===== src/rtl/visor_banco_scan.sv =====
// rtl/visor_banco_scan.sv - multiplexed 7-segment scanner reading nibbles from the register bank (optional LEADING_ZERO_BLANK_EN)
module visor_banco_scan #(
    parameter int BIT_ADDR = 8,
    parameter int BIT_DATO = 4,
    parameter int N_DIG    = 4,
    parameter int DIV      = 50000
) (
    input  logic                clk,
    input  logic                rst,
    input  logic                en,
    input  logic [BIT_ADDR-1:0] base_addr,
    input  logic [BIT_DATO-1:0] datIn,
    output logic [BIT_ADDR-1:0] addrR,
    output logic [N_DIG-1:0]    an,
    output logic [6:0]          sseg,
    output logic                frame_done
);

    localparam int CW = (DIV > 1) ? $clog2(DIV) : 1;
    localparam int DW = (N_DIG > 1) ? $clog2(N_DIG) : 1;

    localparam logic [CW-1:0] CNT_LAST = CW'(DIV - 1);
    localparam logic [DW-1:0] DIG_TOP  = DW'(N_DIG - 1);

    logic [CW-1:0]       r_cnt;
    logic [DW-1:0]       r_dig;
    logic [BIT_ADDR-1:0] r_addr;
    logic [N_DIG-1:0]    r_an;
    logic [6:0]          r_sseg;
    logic                r_frame_done;
    // Set on the edge that moved to a new digit; the bank data for that
    // address is captured one edge later, which gives the guard blank cycle.
    logic                r_pend;

    logic                w_tick;
    logic [DW-1:0]       w_dig_next;
    logic [BIT_ADDR-1:0] w_addr_next;
    logic [N_DIG-1:0]    w_an_lit;
    logic [3:0]          w_nib;
    logic [6:0]          w_seg_dec;
    logic [6:0]          w_seg_out;

    assign w_tick      = (r_cnt == CNT_LAST);
    assign w_dig_next  = (r_dig == '0) ? DIG_TOP : (r_dig - DW'(1));
    assign w_addr_next = base_addr + BIT_ADDR'(w_dig_next);
    assign w_an_lit    = ~(N_DIG'(1) << r_dig);

    // Narrow banks are zero-extended to a full nibble before decoding.
    generate
        if (BIT_DATO >= 4) begin : g_nib_wide
            assign w_nib = datIn[3:0];
        end else begin : g_nib_narrow
            assign w_nib = {{(4 - BIT_DATO){1'b0}}, datIn};
        end
    endgenerate

    // Hex nibble to active-low segment pattern {g,f,e,d,c,b,a}.
    always_comb begin
        w_seg_dec = 7'h7F;
        case (w_nib)
            4'h0: w_seg_dec = 7'b1000000;
            4'h1: w_seg_dec = 7'b1111001;
            4'h2: w_seg_dec = 7'b0100100;
            4'h3: w_seg_dec = 7'b0110000;
            4'h4: w_seg_dec = 7'b0011001;
            4'h5: w_seg_dec = 7'b0010010;
            4'h6: w_seg_dec = 7'b0000010;
            4'h7: w_seg_dec = 7'b1111000;
            4'h8: w_seg_dec = 7'b0000000;
            4'h9: w_seg_dec = 7'b0010000;
            4'hA: w_seg_dec = 7'b0001000;
            4'hB: w_seg_dec = 7'b0000011;
            4'hC: w_seg_dec = 7'b1000110;
            4'hD: w_seg_dec = 7'b0100001;
            4'hE: w_seg_dec = 7'b0000110;
            4'hF: w_seg_dec = 7'b0001110;
            default: w_seg_dec = 7'h7F;
        endcase
    end

`ifdef LEADING_ZERO_BLANK_EN
    logic r_nz;
    logic w_nz_eff;
    logic w_blank;

    // The MSB digit starts a fresh frame, so it sees the flag as cleared.
    assign w_nz_eff  = (r_dig == DIG_TOP) ? 1'b0 : r_nz;
    assign w_blank   = (r_dig != '0) && (w_nib == 4'd0) && !w_nz_eff;
    assign w_seg_out = w_blank ? 7'h7F : w_seg_dec;

    // Remember whether a non-zero digit has been shown so far in this frame.
    always_ff @(posedge clk or negedge rst) begin
        if (!rst) begin
            r_nz <= 1'b0;
        end else if (en && r_pend) begin
            r_nz <= w_nz_eff | (w_nib != 4'd0);
        end
    end
`else
    assign w_seg_out = w_seg_dec;
`endif

    // Prescaler: one tick per DIV cycles while enabled.
    always_ff @(posedge clk or negedge rst) begin
        if (!rst) begin
            r_cnt <= '0;
        end else if (!en || w_tick) begin
            r_cnt <= '0;
        end else begin
            r_cnt <= r_cnt + CW'(1);
        end
    end

    // Digit selector and bank read address advance on each tick, MSB first.
    always_ff @(posedge clk or negedge rst) begin
        if (!rst) begin
            r_dig  <= DIG_TOP;
            r_addr <= '0;
            r_pend <= 1'b0;
        end else if (!en) begin
            r_dig  <= DIG_TOP;
            r_pend <= 1'b0;
        end else if (w_tick) begin
            r_dig  <= w_dig_next;
            r_addr <= w_addr_next;
            r_pend <= 1'b1;
        end else begin
            r_pend <= 1'b0;
        end
    end

    // Display drive: blank on the tick edge, light the new digit one edge later.
    always_ff @(posedge clk or negedge rst) begin
        if (!rst) begin
            r_an         <= '1;
            r_sseg       <= 7'h7F;
            r_frame_done <= 1'b0;
        end else if (!en) begin
            r_an         <= '1;
            r_frame_done <= 1'b0;
        end else begin
            r_frame_done <= 1'b0;
            if (w_tick) begin
                r_an <= '1;
            end else if (r_pend) begin
                r_an         <= w_an_lit;
                r_sseg       <= w_seg_out;
                r_frame_done <= (r_dig == '0);
            end
        end
    end

    assign addrR      = r_addr;
    assign an         = r_an;
    assign sseg       = r_sseg;
    assign frame_done = r_frame_done;

endmodule


===== config.mk =====
export PLATFORM = sky130hd
export DESIGN_NAME = visor_banco_scan
export DESIGN_NICKNAME = d
export VERILOG_FILES = /design/src/rtl/visor_banco_scan.sv
export SDC_FILE = /design/constraint.sdc
export NUM_CORES = 1
export LEC_CHECK = 0
export ABC_AREA = 0
export BUFFER_PORTS_ARGS = -buffer_cell sky130_fd_sc_hd__buf_4
export CORE_MARGIN = 3
export CORE_UTILIZATION = 35
export DETAILED_ROUTE_END_ITERATION = 7
export GPL_TIMING_DRIVEN = 1
export HOLD_SLACK_MARGIN = 0.12
export SETUP_SLACK_MARGIN = 0.5
export SYNTH_ARGS = -nofsm -noshare
export SYNTH_HDL_FRONTEND = slang
export SYNTH_SLANG_ARGS = --single-unit

===== constraint.sdc =====
create_clock -name clk -period 3.85 [get_ports clk]
set_input_delay 0.77 -clock clk [delete_from_list [all_inputs] [get_ports clk]]
set_output_delay 0.77 -clock clk [all_outputs]
set_load 0.02 [all_outputs]

==> results of run 1 <==
==> flip-flops by register name (all words and copies together) (netlist names) <==
register / cells
an: 4
sseg: 7
r_pend: 1
r_dig: 2
r_cnt: 16
addrR: 8
frame_done: 1
==> metrics by stage <==
| step | instance area, um^2 | hold WS (ps) | setup WS [ps] | util [%] | std cells |
|---|---|---|---|---|---|
| floorplan | 2190 | 467 | 1800 | - | 196 |
| global placement | 2510 | 499 | 1740 | 42.0 | 300 |
| detailed placement | 2510 | 493 | 1650 | 42.0 | 300 |
| CTS | 2630 | 456 | 1630 | 43.9 | 308 |
| global route | 2630 | 470 | 1520 | 43.9 | 308 |
| finish | 2630 | 445 | 1630 | 43.9 | 308 |
==> cell type report <==
| cell class | count | share of cell area (%) |
|---|---|---|
| Multi-Input combinational cell | 143 | 43.4 |
| Inverter | 9 | 1.29 |
| Tap cell | 75 | 3.57 |
| Clock inverter | 3 | 1.67 |
| Sequential cell | 39 | 37.8 |
| Timing Repair Buffer | 34 | 9.71 |
| Clock buffer | 5 | 2.62 |
==> synthesized netlist by cell type, drive strengths merged <==
cell type	number	area (um^2)
clkbuf	3	12.5
o2bb2ai	1	8.76
xnor2	13	114
and3	2	12.5
mux2	14	184
nor2	18	67.6
a22oi	1	7.51
nand2b	1	6.26
xor2	8	70.1
nor4	3	18.8
mux4	1	22.5
dfrtp	26	651
mux2i	5	50.1
dfstp	13	342
o211ai	1	7.51
a41oi	1	27.5
o21ai	11	55.1
a21o	1	7.51
or3	2	12.5
fa	1	20.0
and4	3	28.8
nand4	10	62.6
ha	13	163
nor3	1	5.00
and2	3	18.8
and4bb	2	25.0
nor4b	1	23.8
nand2	19	86.3
inv	9	33.8
nand3	7	35.0
buf	2	8.75
==> worst min-delay path by stage <==
| stage | startpoint | endpoint | slack [ps] |
|---|---|---|---|
| floorplan | rst | addrR[0] | 470 |
| global placement | addrR[5] | addrR[5] | 500 |
| detailed placement | r_cnt[0] | r_cnt[0] | 490 |
| CTS | rst | addrR[7] | 460 |
| global route | rst | r_pend | 470 |
| finish | rst | r_cnt[8] | 450 |
==> worst register-to-register path, cell delays in order (launching register included) <==
cell     delay, ps
dfstp_2        580
inv_1           80
ha_1           210
inv_1           80
nand2_1         60
ha_1           220
fa_1           440
nand3_1        120
xnor2_1         80
mux2_4         260
==> per-layer routing <==
metal  global-route usage (%)  routed length [um]  vias up
li1                         -                   -      752
met1                     15.8                1960      727
met2                     20.7                2070       19
met3                     3.59                 124        4
met4                     4.17                  55        0
met5                        0                   0        -
==> power groups by stage <==
stage               Sequential (mW)  Clock (mW)  Combinational, mW
CTS                           0.422       0.351             0.0770
global placement              0.429           0             0.0754
finish                        0.422       0.339             0.0754
detailed placement            0.429           0             0.0768
global route                  0.422       0.367             0.0851
floorplan                     0.432           0             0.0364
==> cells by family after synthesis <==
| logic type | share of synthesized area, % |
|---|---|
| xor+xnor | 8.41 |
| compound gates | 5.21 |
| buf+inv | 2.52 |
| mux | 11.7 |
| flops | 45.4 |
| fa+ha+maj | 8.35 |
| simple gates | 18.4 |
==> impl_results.md, run 1 <==
- Clock transition at the registers of the reported paths: 80 ps
- Starting Density: 36.5%
- Syn Nets: 225
- Post-DP HPWL: 3100 um
- CTS sink cnt: 39
- Total power: 0.836 mW
- Mapped Cells: 196
- Die height: 85.1 um
- # port buffers: 34
- Required time of the critical path: 4030 ps
- Chip width: 85.1 um
- Clk Latency, worst-skew pair: 290 ps
- Root buf cell: clkbuf_8
- Peak Freq: 0.450 GHz
- Worst Setup Start Kind: flop
- Bufs and invs on worst path: 2
- Post-CTS resize count: 0
- Crit Path Category: reg2reg
- Top delay family on crit path: adder cells
- Reg2reg setup slack: 1630 ps
- CTS Hold Bufs: 0
- CTS tree: done
- Sequential cell area: 992 um^2
- Worst setup EP type: flop
- First-pass GRT wire length: 7320 um
- Setup Skew: 7.52 ps
- Synth warn: 0
- Ratio of cells with drive above 1 in the final layout: 32.2%
- Final net count: 261
- Routed Antenna Nets: 0
- Crit path DAT: 2400 ps
- Sequential area share after synthesis: 45.4%
- Commonest non-fill, non-tap cell in the layout: buf_4
- Inserted Diodes: 0
- Number of antenna violations at the first check in global routing: 0
- Sequential Power Share: 50.4%
- RSZ-0062 raised after global routing: false
- Floorplan row count: 28
- Lkg Pwr: 1.23 nW
- CP startpoint: r_dig[0]
- Comb pwr share: 9.0%
- Post-CTS setup buffers: 0
- 1st-iter DRT viols: 65
- Max Cap Viol: 0
- CP Cell Sequence: inv_1 > ha_1 > inv_1 > nand2_1 > ha_1 > fa_1 > nand3_1 > xnor2_1 > mux2_4
- Top-Level Pins: 35
- Synth unique cells: 37
- Commonest cells after routing, fill and taps aside: 34 x buf_4, 26 x dfrtp_1, 18 x nor2_1, 17 x nand2_1
- CTS max path bufs: 2
- Crit Path Max Fanout: 5
- Cell Pwr Density: 318 mW/mm^2
- Clock Power Share: 40.6%
- Period utilization: 57.7%
- Vias/cell: 4.88
- Worst Hold Class: in2async
- Slew Viols, Final: 0
- Worst reg2reg endpoint: addrR[4]
- Fillers: 582
- Setup tns final: 0 ps
- GPL Wtd Cong: 0.820
- GR Overflow Total: 0
- Worst slew pin tran: 496 ps
- Vias post-DR: 1,502
- Drc violations: 0
- CP Depth: 9
- Slowest cell on crit path: dfstp_2
- Switching Share: 23.1%
- Tmin final: 2220 ps
- DIE AREA: 0.00723 mm^2
- Final setup vio count: 0
- Internal power: 0.643 mW
- Maximum vdd ir drop: 0.000183 V
- P_sw: 0.193 mW
- #FFs+latches synth: 39
- Status: finished clean
- WL final: 4210 um
- Worst setup path end: addrR[4]
- Crit-path max cell delay: 580 ps
- Slew headroom: 67.0%
- Fin. Hold Viols: 0
- Multi-input gate area: 0.00114 mm^2
- Worst reg2reg path depth: 9
- H-Tree Depth: 2
- Reg-to-reg startpoint: r_dig[0]
- Core area: 0.00599 mm^2
- Num CTS Buffers: 5
- Vias in the first global route: 1,579
- DR pass1 iterations: 4
- Post-synthesis instance area: 0.00219 mm^2
- Area grow syn2layout: 20.1%
- Syn avg cell area: 11.2 um^2
- Largest net degree at the start of global routing: 40
- Wire length per cell: 13.7 um
- GRT Total Usage: 12.6%
No activity file was read; power rests on OpenSTA's default activity.
==> run 2, diff against run 1 <==
- clock period: 3.85 -> 2.2 ns (I/O delays scaled with it)
==> run 2 against run 1 <==
Compared with the run above:
- highest routed layer unchanged
- setup slack got worse by 1400 ps
- largest power group unchanged
- worst hold slack got worse by 330 ps
- critical path type unchanged
- first-iteration DRC count rose by 11%
- die area unchanged
==> impl_results.md, run 2 (same netlist as run 1, synthesis figures left out) <==
- Max Cap Viol: 0 (unchanged)
- Wire length per cell: 14.5 um (was 13.7 um)
- Top-Level Pins: 35 (unchanged)
- # port buffers: 34 (unchanged)
- GRT Total Usage: 12.9% (was 12.6%)
- Die height: 85.1 um (unchanged)
- Status: finished clean (unchanged)
- Top delay family on crit path: adder cells (unchanged)
- Final net count: 281 (was 261)
- Commonest non-fill, non-tap cell in the layout: buf_4 (unchanged)
- CTS tree: done (unchanged)
- Lkg Pwr: 1.32 nW (was 1.23 nW)
- Worst Setup Start Kind: flop (unchanged)
- Period utilization: 87.5% (was 57.7%)
- Clock transition at the registers of the reported paths: 80 ps (about the same)
- H-Tree Depth: 2 (unchanged)
- Crit path DAT: 2110 ps (was 2400 ps)
- Internal power: 1.02 mW (was 0.643 mW)
- CP Cell Sequence: inv_2 > ha_4 > inv_4 > nand2_4 > ha_4 > fa_2 > nand3_2 > xnor2_2 > mux2_4 (was inv_1 > ha_1 > inv_1 > nand2_1 > ha_1 > fa_1 > nand3_1 > xnor2_1 > mux2_4)
- Post-DP HPWL: 3110 um (was 3100 um)
- Final setup vio count: 0 (unchanged)
- Worst reg2reg path depth: 9 (unchanged)
- Max reg flops: 16 (unchanged)
- Chip width: 85.1 um (unchanged)
- Comb pwr share: 11.3% (was 9.0%)
- First-pass GRT wire length: 7470 um (was 7320 um)
- Tmin final: 1930 ps (was 2220 ps)
- Final Util: 47.4% (was 43.9%)
- Crit Path Max Fanout: 3 (was 5)
- CP Depth: 9 (unchanged)
- Bufs and invs on worst path: 2 (unchanged)
- Number of antenna violations at the first check in global routing: 0 (unchanged)
- Setup Skew: 7.91 ps (was 7.52 ps)
- DR pass1 iterations: 4 (unchanged)
- Floorplan row count: 28 (unchanged)
- CTS sink cnt: 39 (unchanged)
- Worst Hold Class: in2async (unchanged)
- Routed Antenna Nets: 0 (unchanged)
- Commonest cells after routing, fill and taps aside: 52 x buf_4, 24 x dfrtp_1, 18 x nor2_1, 15 x nand2_1, 13 x dfstp_2 (was 34 x buf_4, 26 x dfrtp_1, 18 x nor2_1, 17 x nand2_1)
- Clk Latency, worst-skew pair: 290 ps (about the same)
- Final instance area: 0.00284 mm^2 (was 0.00263 mm^2)
- Area grow syn2layout: 29.9% (was 20.1%)
- Slew Viols, Final: 0 (unchanged)
- Vias post-DR: 1,617 (was 1,502)
- Setup tns final: 0 ps (unchanged)
- DIE AREA: 0.00723 mm^2 (unchanged)
- Crit path top cell by count: ha_4
- Crit Path Category: reg2reg (unchanged)
- Crit-path max cell delay: 550 ps (was 580 ps)
- Root buf cell: clkbuf_8 (unchanged)
- 1st-iter DRT viols: 72 (was 65)
- Starting Density: 36.5% (unchanged)
- Vias/cell: 4.93 (was 4.88)
- Vias in the first global route: 1,562 (was 1,579)
- Peak Freq: 0.519 GHz (was 0.450 GHz)
- Sequential Power Share: 54.0% (was 50.4%)
- Slew headroom: 66.7% (was 67.0%)
- Placed Area: 0.00255 mm^2 (was 0.00251 mm^2)
- Clock Power Share: 34.7% (was 40.6%)
- GPL Wtd Cong: 0.754 (was 0.820)
- Required time of the critical path: 2380 ps (was 4030 ps)
- Biggest register: r_cnt (unchanged)
- RSZ-0062 raised after global routing: true (was false)
- Maximum vdd ir drop: 0.000279 V (was 0.000183 V)
- CTS max path bufs: 2 (unchanged)
- Inserted Diodes: 0 (unchanged)
- WL final: 4760 um (was 4210 um)
- Cell Pwr Density: 480 mW/mm^2 (was 318 mW/mm^2)
- Ratio of cells with drive above 1 in the final layout: 43.5% (was 32.2%)
- Slowest cell on crit path: dfstp_2 (unchanged)
- Core area: 0.00599 mm^2 (unchanged)
- P_sw: 0.341 mW (was 0.193 mW)
- Fillers: 545 (was 582)
- Switching Share: 25.0% (was 23.1%)
- Largest net degree at the start of global routing: 40 (unchanged)
- Drc violations: 0 (unchanged)
- GR Overflow Total: 0 (unchanged)
- Worst setup EP type: flop (unchanged)
- Num CTS Buffers: 5 (unchanged)
- Worst slew pin tran: 499 ps (was 496 ps)
- Fin. Hold Viols: 0 (unchanged)
==> run 2: metrics by stage <==
| stage | setup WS (ps) | instances | power [mW] | hold slack (ps) |
|---|---|---|---|---|
| detailed placement | 139 | 301 | 0.888 | 450 |
| global route | 219 | 328 | 1.43 | 146 |
| floorplan | 220 | 196 | 0.821 | 144 |
| CTS | 282 | 319 | 1.37 | 131 |
| finish | 274 | 328 | 1.36 | 117 |
| global placement | 182 | 301 | 0.887 | 447 |
==> run 2: routing by layer <==
| metal | wire (um) | share of wire (%) | vias to the layer above | track usage [%] |
|---|---|---|---|---|
| met2 | 2230 | 47 | 31 | 19.6 |
| met5 | 0 | 0 | - | 0 |
| met1 | 2240 | 47 | 780 | 17.4 |
| li1 | - | - | 793 | - |
| met4 | 116 | 2.4 | 0 | 6.04 |
| met3 | 168 | 3.5 | 13 | 3.20 |
==> run 2: cell type report <==
cell class                 instances  area (um^2)  area share (%)
clock buffer                       7         76.3            2.69
tap                               75         93.8            3.30
multi-input combinational        144         1230            43.3
sequential                        39          995            35.0
inverter                           9         38.8            1.37
timing repair buffer              53          402            14.1
clock inverter                     1         5.00           0.176
==> run 2: path summary, 6_finish.rpt <==
path                           from   endpoint  slack, ps
max reg2reg                r_dig[0]   addrR[6]        270
min                             rst   r_cnt[2]        120
min in group clk                 en   r_dig[0]        380
max                        r_dig[0]   addrR[6]        270
max in group asynchronous       rst  r_cnt[10]       1710
min reg2reg                r_cnt[0]   r_cnt[0]        500
==> run 2: power by group through the flow <==
stage,clock [mW],combinational (mW),sequential [mW]
2_1_floorplan,0,0.0649,0.756
3_3_place_gp,0,0.135,0.751
3_5_place_dp,0,0.136,0.752
4_1_cts,0.489,0.144,0.738
5_1_grt,0.516,0.172,0.738
6_report,0.473,0.154,0.737
==> run 2: what timing repair did <==
item,in CTS,in global routing
pin swaps,15,9
endpoints found under the hold margin,0,0
hold buffers,0,0
resized for setup,9,6
endpoints found under the setup margin,29,25
setup buffers,10,8
cloned,0,1
==> run 3, diff against run 2 <==
- CAP_MARGIN: not set -> 15
- CTS_BUF_LIST: not set -> sky130_fd_sc_hd__clkbuf_4 sky130_fd_sc_hd__clkbuf_8 sky130_fd_sc_hd__clkbuf_16
- GPL_TIMING_DRIVEN: 1 -> not set
==> run 3 against run 2 <==
Compared with the run above:
- critical path depth unchanged
- clock skew down 1.2 ps
- count of clock-buffer cells in the layout unchanged
- utilization up 0.13 points
- critical path type unchanged
- sequential cell count unchanged
- first-iteration DRC count up 5.6%
- fmax about the same
- cell count unchanged
- sequential share of layout area down 0.092 points
- clock power up 5.3%
- sequential power about the same
- via count down 0.31%
- critical endpoint unchanged
==> impl_results.md, run 3 (same netlist as run 1, synthesis figures left out) <==
- Max reg flops: 16 (unchanged)
- Status: finished clean (unchanged)
- GPL Wtd Cong: 0.754 (unchanged)
- CTS max path bufs: 2 (unchanged)
- Starting Density: 36.5% (unchanged)
- Final std cells w/o fill: 328 (unchanged)
- Vias/cell: 4.91 (was 4.93)
- Final net count: 281 (unchanged)
- Clk Latency, worst-skew pair: 290 ps (about the same)
- Worst Hold Class: in2async (unchanged)
- Num CTS Buffers: 5 (unchanged)
- Drc violations: 0 (unchanged)
- Commonest cells after routing, fill and taps aside: 52 x buf_4, 24 x dfrtp_1, 18 x nor2_1, 15 x nand2_1, 13 x dfstp_2 (unchanged)
- 1st-iter DRT viols: 76 (was 72)
- Worst reg2reg path depth: 9 (unchanged)
- Worst slew pin tran: 500 ps (was 499 ps)
- Placed Cells: 301 (unchanged)
- Routed Antenna Nets: 0 (unchanged)
- DR pass1 iterations: 4 (unchanged)
- Die height: 85.1 um (unchanged)
- Core area: 0.00599 mm^2 (unchanged)
- Commonest non-fill, non-tap cell in the layout: buf_4 (unchanged)
- Lkg Pwr: 1.33 nW (was 1.32 nW)
- DIE AREA: 0.00723 mm^2 (unchanged)
- Wire length per cell: 14.4 um (was 14.5 um)
- Setup Skew: 6.76 ps (was 7.91 ps)
- CTS Hold Bufs: 0 (unchanged)
- Area grow syn2layout: 30.3% (was 29.9%)
- WL final: 4720 um (was 4760 um)
- Crit Path Max Fanout: 3 (unchanged)
- Post-DP HPWL: 3110 um (unchanged)
- Clock transition at the registers of the reported paths: 80 ps (about the same)
- Period utilization: 87.5% (about the same)
- Peak Freq: 0.519 GHz (about the same)
- Final instance area: 0.00285 mm^2 (was 0.00284 mm^2)
- Worst Setup Start Kind: flop (unchanged)
- Required time of the critical path: 2380 ps (about the same)
- Tmin final: 1930 ps (about the same)
- First-pass GRT wire length: 7460 um (was 7470 um)
- Top-Level Pins: 35 (unchanged)
- # port buffers: 34 (unchanged)
- Max Cap Viol: 0 (unchanged)
- Crit Path Category: reg2reg (unchanged)
- Slew Viols, Final: 0 (unchanged)
- Slew headroom: 66.7% (about the same)
- Floorplan row count: 28 (unchanged)
- GRT Total Usage: 12.9% (about the same)
- Fin. Hold Viols: 0 (unchanged)
- Number of antenna violations at the first check in global routing: 0 (unchanged)
- Setup tns final: 0 ps (unchanged)
- Placed Area: 0.00255 mm^2 (unchanged)
- Largest net degree at the start of global routing: 40 (unchanged)
- Reg-to-reg startpoint: r_dig[0] (unchanged)
- H-Tree Depth: 2 (unchanged)
- Reg2reg setup slack: 270 ps (about the same)
- Ratio of cells with drive above 1 in the final layout: 44.3% (was 43.5%)
- GR Overflow Total: 0 (unchanged)
- CTS tree: done (unchanged)
- Worst setup EP type: flop (unchanged)
- Chip width: 85.1 um (unchanged)
- Final Util: 47.6% (was 47.4%)
- Root buf cell: clkbuf_8 (unchanged)
- Inserted Diodes: 0 (unchanged)
- Worst reg2reg endpoint: addrR[6] (unchanged)
- CTS sink cnt: 39 (unchanged)
- Vias post-DR: 1,612 (was 1,617)
- Vias in the first global route: 1,565 (was 1,562)
- Crit path DAT: 2110 ps (about the same)
- Cell Pwr Density: 488 mW/mm^2 (was 480 mW/mm^2)
- Final setup vio count: 0 (unchanged)
- RSZ-0062 raised after global routing: true (unchanged)
- Maximum vdd ir drop: 0.000278 V (was 0.000279 V)
- Biggest register: r_cnt (unchanged)
[run 3: cell counts in the layout (fill, tap and decap cells not counted)]
No cell type changed its count.
[run 3: metal layers]
metal  global-route usage, %  up-vias  routed length, um
li1                        -      791                  -
met1                    17.2      777               2200
met2                    19.7       32               2220
met3                    3.20       12                184
met4                    6.04        0                125
met5                       0        -                  0
[run 3: per-stage QoR]
step	total power, mW	worst slack [ps]	hold slack (ps)
2_1_floorplan	0.821	220	144
3_3_place_gp	0.887	182	447
3_5_place_dp	0.888	139	450
4_1_cts	1.40	282	132
5_1_grt	1.45	218	148
6_report	1.39	275	119
[run 3: area by class of cell]
class	instances	area, um^2
fillers	545	3140
multi-input cells	144	1230
flip-flops and latches	39	995
repair buffers	53	402
well taps	75	93.8
clock buffers	7	83.8
inverters	9	38.8
clock inverters	1	5.00
[run 3: critical path, stage by stage, from the launching register on]
cell and delay (ps):
dfstp_2 550, inv_2 50, ha_4 160, inv_4 60, nand2_4 50, ha_4 160, fa_2 390, nand3_2 90
xnor2_2 60, mux2_4 260
[run 3: repair_timing]
| action | CTS | global route |
|---|---|---|
| resized for setup | 9 | 6 |
| pin swaps | 15 | 9 |
| endpoints found under the setup margin | 29 | 25 |
| setup buffers | 10 | 8 |
| cloned | 0 | 1 |
[run 3: worst max-delay path by stage]
stage                  start  endpoint  slack, ps
CTS                 r_dig[0]  addrR[5]        280
global route        r_dig[1]  addrR[6]        220
global placement    r_dig[0]  addrR[4]        180
floorplan           r_dig[0]  addrR[4]        220
detailed placement  r_dig[0]  addrR[4]        140
finish              r_dig[0]  addrR[6]        270
[run 3: report_power, final]
part | internal, mW | switching [mW] | total (mW)
Sequential | 0.730 | 0.00718 | 0.737
Combinational | 0.0711 | 0.0833 | 0.154
Clock | 0.247 | 0.250 | 0.498
